File: src/rtl/dsp_frame_sequencer.sv
// dsp_frame_sequencer: gathers one channel-serial frame, runs DSPCore once, streams results back out
module dsp_frame_sequencer #(
  parameter int CHANNELS = 8,
  parameter int WIDTH = 36,
  parameter int CORE_CYCLES = 50,
  localparam int CW = CHANNELS > 1 ? $clog2(CHANNELS) : 1,
  localparam int NW = CORE_CYCLES > 1 ? $clog2(CORE_CYCLES) : 1
) (
  input  logic             clk,
  input  logic             reset,
  input  logic [WIDTH-1:0] in_data,
  input  logic             in_valid,
  output logic             in_ready,
  output logic [WIDTH-1:0] core_inputs [CHANNELS],
  output logic             core_start,
  input  logic [WIDTH-1:0] core_outputs [CHANNELS],
  output logic [WIDTH-1:0] out_data,
  output logic [CW-1:0]    out_chan,
  output logic             out_valid,
  input  logic             out_ready,
  output logic             busy
);
  localparam logic [1:0] COLLECT = 2'd0, START = 2'd1, RUN = 2'd2, DRAIN = 2'd3;
  logic [1:0] state_q, state_d;
  logic [CW-1:0] in_chan_q, in_chan_d, out_chan_q, out_chan_d;
  logic [NW-1:0] cnt_q, cnt_d;
  logic [WIDTH-1:0] stage_q [CHANNELS], stage_d [CHANNELS];
  logic [WIDTH-1:0] core_in_q [CHANNELS], core_in_d [CHANNELS];
  logic [WIDTH-1:0] outbuf_q [CHANNELS], outbuf_d [CHANNELS];
  logic in_last, out_last;
  assign in_ready = state_q == COLLECT;
  assign busy = state_q != COLLECT;
  assign core_start = state_q == START;
  assign out_valid = state_q == DRAIN;
  assign out_chan = out_chan_q;
  assign out_data = outbuf_q[out_chan_q];
  assign core_inputs = core_in_q;
  assign in_last = in_chan_q == CW'(CHANNELS - 1);
  assign out_last = out_chan_q == CW'(CHANNELS - 1);
  always_comb begin
    state_d = state_q;
    in_chan_d = in_chan_q;
    out_chan_d = out_chan_q;
    cnt_d = cnt_q;
    stage_d = stage_q;
    core_in_d = core_in_q;
    outbuf_d = outbuf_q;
    if (in_ready && in_valid) begin
      stage_d[in_chan_q] = in_data;
      in_chan_d = in_last ? '0 : in_chan_q + 1'b1;
      state_d = in_last ? START : COLLECT;
    end
    // core inputs change only here, so they stay frozen for the whole core run
    if (core_start) begin
      core_in_d = stage_q;
      cnt_d = NW'(CORE_CYCLES - 1);
      state_d = RUN;
    end
    if (state_q == RUN) begin
      cnt_d = cnt_q == '0 ? '0 : cnt_q - 1'b1;
      if (cnt_q == '0) begin
        outbuf_d = core_outputs;
        state_d = DRAIN;
      end
    end
    if (out_valid && out_ready) begin
      out_chan_d = out_last ? '0 : out_chan_q + 1'b1;
      state_d = out_last ? COLLECT : DRAIN;
    end
  end
  always_ff @(posedge clk) begin
    if (reset) begin
      state_q <= COLLECT;
      in_chan_q <= '0;
      out_chan_q <= '0;
      cnt_q <= '0;
      stage_q <= '{default: '0};
      core_in_q <= '{default: '0};
      outbuf_q <= '{default: '0};
    end else begin
      state_q <= state_d;
      in_chan_q <= in_chan_d;
      out_chan_q <= out_chan_d;
      cnt_q <= cnt_d;
      stage_q <= stage_d;
      core_in_q <= core_in_d;
      outbuf_q <= outbuf_d;
    end
  end
endmodule

File: config.mk
export PLATFORM = sky130hd
export DESIGN_NAME = dsp_frame_sequencer
export DESIGN_NICKNAME = d
export VERILOG_FILES = /design/src/rtl/dsp_frame_sequencer.sv
export SDC_FILE = /design/constraint.sdc
export NUM_CORES = 2
export LEC_CHECK = 0
export CORE_ASPECT_RATIO = 0.75
export CORE_MARGIN = 4
export CORE_UTILIZATION = 53
export DETAILED_ROUTE_END_ITERATION = 8
export GPL_ROUTABILITY_DRIVEN = 0
export PLACE_DENSITY_LB_ADDON = 0.05
export SYNTH_ARGS = -nofsm -noshare
export SYNTH_HDL_FRONTEND = slang
export SYNTH_SLANG_ARGS = --single-unit
File: constraint.sdc
create_clock -name clk -period 2.6 [get_ports clk]
set_input_delay 0.52 -clock clk [delete_from_list [all_inputs] [get_ports clk]]
set_output_delay 0.52 -clock clk [all_outputs]
set_load 0.01 [all_outputs]
* Word-level counts from Yosys, hierarchy flattened *
Index checks and enable logic that the tools add are counted.

storage, ports and cells
  bits in registers = 878
  output and inout bits = 331

operators by class
  add/subtract/negate cells = 3
  $lt $le $gt $ge = 3
  equal/unequal tests = 5
  multiplexer cells = 18
  bitwise gates (word level) = 2
  reductions and logical operators = 8

operators by type and width
  cell                                                       count
  bitwise mux 288 bit                                        1
  binary-select mux 36 bit (select 3 bit)                    1
  demux 36 bit (select 3 bit)                                1
  two-way mux 36 bit                                         3
  two-way mux 6 bit                                          3
  two-way mux 2 bit                                          6
  greater-or-equal comparator 4 bit (second input constant)  2
  inverter 3 -> 4 bit                                        2
  adder 3 x 1 -> 3 bit (second input constant)               2
  == test 3 bit (second input constant)                      2
  logical NOT 6 bit                                          1
  two-way mux 3 bit                                          2
  subtractor 6 x 1 -> 6 bit (second input constant)          1
  == test 2 bit (second input constant)                      2
  < comparator 4 x 1 -> 1 bit (second input constant)        1
  nonzero test 2 bit                                         2
  logical AND 1 bit                                          3
  == test 2 x 1 -> 1 bit (second input constant)             1
  logical NOT 2 bit                                          1
  AND reduction 2 bit                                        1
  two-way mux 1 bit                                          1

* Logic depth before layout (Yosys ltp) *
  word-level depth = 7
  depth in mapped cells = 9
  mapped depth without buffers = 5

* Worst setup path before layout *
No wires, ideal clock.

  kind = flip-flop to output port
  from = register out_chan_q[0], in the netlist out_chan[0]
  to = output port out_data[10]
  arrival time = 1788 ps
  required time = 2080 ps
  setup slack = 292 ps
  stages on the path, launching flop included = 4
  path buffers = 1
  path through = dfxtp_1 -> clkbuf_1 -> mux4_2 -> mux2_2

between the ends
  longest elaborated chain between the ends = 4

ends and longest elaborated chain
  item                                                   RTL line  source
  start: declaration                                     25        logic [CW-1:0] in_chan_q, in_chan_d, out_chan_q, out_chan_d;
  start signal: assignment                               83        out_chan_q <= out_chan_d;
  inverter 3 -> 4 bit (not written as such)              36        assign out_data = outbuf_q[out_chan_q];
  binary-select mux 36 bit (select 3 bit)                36
  two-way mux 36 bit (not written as such) (2 in a row)  36
  end: declaration                                       17        output logic [WIDTH-1:0] out_data,

Every way passes these cells. The select of a mux whose other input is x is not followed.

* Worst setup path after layout *
  from = register out_chan_q[0], in the netlist out_chan[0]
  to = output port out_data[30]

Same word-level chain as after synthesis.

==> results.py <==
metrics = {
    "outcome": {
        "status": "finished, violations left",
        "violations": "negative setup slack",
    },
    "grt": {
        "grt_start_max_net_pins": 106,
        "grt_usage": 0.3169,
        "grt_pass1_wl_um": 178700,
        "antenna_found_initial": 24,
        "grt_pass1_vias": 27690,
        "overflow": 0,
    },
    "floorplanning": {
        "die_y_um": 235.7,
        "dieArea_mm2": 0.07342,
        "num_rows": 83,
        "start_util": 0.5351,
        "coreArea_mm2": 0.06844,
        "die_w_um": 311.5,
        "boundaryPins": 659,
    },
    "clock_tree": {
        "clk_pin_slew_ns": 0.06,
        "clk_latency_ns": 0.64,
        "cts_tree": "done",
        "cts.sinks": 878,
        "numCtsBuffers": 83,
        "clockBufferDepth": 3,
        "htreeDepth": 3,
        "clockRootBuffer": "clkbuf_16",
    },
    "final_layout": {
        "stdcell_area_mm2": 0.04772,
        "layout_commonest_cell": "dfxtp_1",
        "drive_above_1_share": 0.1023,
        "nets": 4603,
        "fillers": 5211,
        "syn2layout_area_growth_pct": 30.29,
        "final_cell_mix": "dfxtp_1 (874), clkdlybuf4s50_1 (619), mux2i_1 (578), nand2b_1 (577), a21oi_1 (297)",
    },
    "yosys": {
        "seq_area_frac_synth": 0.4799,
        "ys_async_sr_fraction": 0,
        "synth_ff_type": "dfxtp_1",
        "synth_cell_types": 38,
        "synth.ff_latch_count": 878,
        "synth_edf_count": 0,
        "syn_area_mm2": 0.03662,
        "syn_inst": 3757,
        "avgSynthCellArea_um2": 9.748,
        "ys_warn_count": 0,
        "syn_nets": 4095,
    },
    "detailed_routing": {
        "dr_total_vias": 29599,
        "drc": 0,
        "wl_per_cell_um": 23.30,
        "routed_wl_um": 122000,
        "dr.first_iter.drc_count": 3325,
        "drtPass1Iterations": 5,
        "postRouteAntennaNets": 0,
        "viasPerCell": 5.652,
    },
    "placement": {
        "dpl_cell_area_mm2": 0.04439,
        "place_ws_ns": 0.009718,
        "dp_hpwl_um": 82960,
        "portBuffers": 658,
    },
    "pwr": {
        "p_clk_frac": 0.438,
        "ir_worst_vdd_mv": 0.4079,
        "p_per_area_mw_per_mm2": 586.4,
        "p_sw_mw": 6.543,
        "p_sw_frac": 0.2338,
        "leakage_nw": 15.83,
        "combPwrFrac": 0.075,
        "internal_power_mw": 21.44,
        "seqPwrFrac": 0.487,
    },
    "critical_path": {
        "cp.arrival_ns": 2.47,
        "critPathMostFrequentCell": "buf_12",
        "worstPathRequired_ns": 2.08,
        "worstSetupStartpointType": "register",
        "reg2regPathDepth": 7,
        "worst_path_largest_cell_delay_ns": 0.59,
        "worstReg2RegEnd": "outbuf_q[262]$_SDFFE_PP0P_",
        "worst-r2r-setup-slack_ns": 0.22,
        "crit_family": "multiplexers",
        "crit_type": "register to output port",
        "cp-end-kind": "output port",
        "cp_cell_sequence": "buf_12 > buf_12 > buf_6 > mux4_2 > mux2_2 > buf_2",
        "cp-startpoint": "out_chan[0]$_SDFFE_PP0P_",
        "reg2reg_from": "cnt_q[0]$_SDFFE_PP0P_",
        "cp_slowest_cell": "mux4_2",
        "crit_fanout": 5,
        "crit_buf_inv": 4,
    },
    "worst_hold_path": {
        "min_to": "core_inputs[2]$_SDFFE_PP0N_",
        "hold_depth": 2,
        "hold_class": "input port to register",
        "min_from": "reset",
    },
    "run": {
        "cap_violations": 0,
    },
    "timing": {
        "hold_viol": 0,
        "clock_skew_ns": 0.01955,
        "whs_ns": 0.3107,
        "drv_slew": 0,
        "fin_crit_ns": 2.986,
        "max_freq_ghz": 0.3349,
        "fin_tns_setup_ns": -10.36,
        "rsz0062_at_grt": "true",
        "setup_viol": 36,
        "tightest_slew_ns": 0.7478,
        "finalCritPeriodShare": 1.149,
        "max_slew_margin": 0.5015,
        "fin_ws_ns": -0.3863,
    },
}
## power groups by stage
| stage | logic (mW) | registers [mW] | clock network, mW |
|---|---|---|---|
| final | 2.10 | 13.6 | 12.2 |
| after detailed placement | 2.06 | 13.9 | 0 |
| after floorplan | 0.988 | 13.9 | 0 |
| after global routing | 2.22 | 13.6 | 12.9 |
| after global placement | 2.05 | 13.9 | 0 |
| after CTS | 2.07 | 13.6 | 12.4 |
## Yosys cell counts (2+ instances only)
library cell | n | area share
a21oi_1 | 297 | 0.041
nand2b_1 | 579 | 0.099
mux2_2 | 36 | 0.011
buf_1 | 15 | 0.0015
and2_1 | 2 | 0.00034
buf_6 | 24 | 0.0074
a31o_2 | 2 | 0.00048
nand3_1 | 290 | 0.040
buf_2 | 16 | 0.0022
buf_4 | 8 | 0.0016
nand4b_1 | 2 | 0.00048
dfxtp_1 | 878 | 0.48
o21ai_0 | 292 | 0.040
nand2_1 | 9 | 0.00092
nand3b_1 | 2 | 0.00041
inv_1 | 9 | 0.00092
mux4_2 | 72 | 0.044
nor2_1 | 295 | 0.030
nor2b_1 | 5 | 0.00085
ha_1 | 10 | 0.0034
clkbuf_1 | 317 | 0.032
and3b_1 | 3 | 0.00072
mux2i_1 | 578 | 0.16
a311oi_1 | 2 | 0.00048
## worst register-to-register path, cell delays in order, from the launching register on
cell	delay [ns]
dfxtp_1	0.35
inv_1	0.11
ha_1	0.18
or4b_4	0.52
nor3b_4	0.34
buf_12	0.24
buf_12	0.29
mux2i_1	0.27
## sequential cells by signal, indices dropped and copies added (netlist names)
signal       cells
cnt_q            6
in_chan_q        3
out_chan         3
stage_q        288
state_q          2
outbuf_q       288
core_inputs    288
## stage by stage
stage | utilization | std cells | power, mW
finish | 0.6973 | 5237 | 27.98
floorplan | - | 3757 | 14.90
global placement | 0.6486 | 5046 | 15.99
global route | 0.6973 | 5237 | 28.80
CTS | 0.6955 | 5215 | 28.13
detailed placement | 0.6486 | 5046 | 16.00
## how the worst max path moves through the flow
| stage | to | slack (ns) | depth (start not counted) |
|---|---|---|---|
| after floorplan | out_data[10] | 0.29 | 3 |
| after global placement | out_data[25] | 0.006 | 4 |
| after detailed placement | out_data[25] | 0.01 | 4 |
| after CTS | out_data[22] | -0.41 | 7 |
| after global routing | out_data[22] | -0.42 | 7 |
| final | out_data[30] | -0.39 | 6 |
## layer usage
layer	global-route usage	up-vias	routed length (um)
li1	-	13891	-
met1	0.4468	14319	52810
met2	0.4696	1190	53520
met3	0.09003	193	12040
met4	0.1041	6	3640
met5	0	-	34
## cell type report
| type | count | area [um^2] | share of cell area |
|---|---|---|---|
| Timing Repair Buffer | 803 | 8653 | 0.1813 |
| Multi-Input combinational cell | 2490 | 17560 | 0.3679 |
| Tap cell | 892 | 1116 | 0.02339 |
| Clock buffer | 121 | 2442 | 0.05118 |
| Clock inverter | 28 | 289.0 | 0.006057 |
| Inverter | 9 | 33.78 | 0.0007080 |
| Sequential cell | 878 | 17590 | 0.3686 |
| Antenna cell | 16 | 40.04 | 0.0008391 |
## cells by family (layout without fill, tap and decap cells)
group           after synthesis  in the layout  share of synthesized area
fa+ha+maj                    10             10                   0.003416
other cells                   0             16                          0
mux                         686            686                     0.2133
simple gates               1195           1195                     0.1744
compound gates              599            599                    0.08281
flops                       878            878                     0.4799
buf+inv                     389            961                    0.04615
## repair_timing
| item | CTS | global route |
|---|---|---|
| gates resized for setup | 240 | 14 |
| hold buffers | 0 | 0 |
| cloned | 2 | 1 |
| setup endpoints to repair | 39 | 38 |
| buffers inserted | 18 | 8 |
Power figures use the tool's default switching activity.
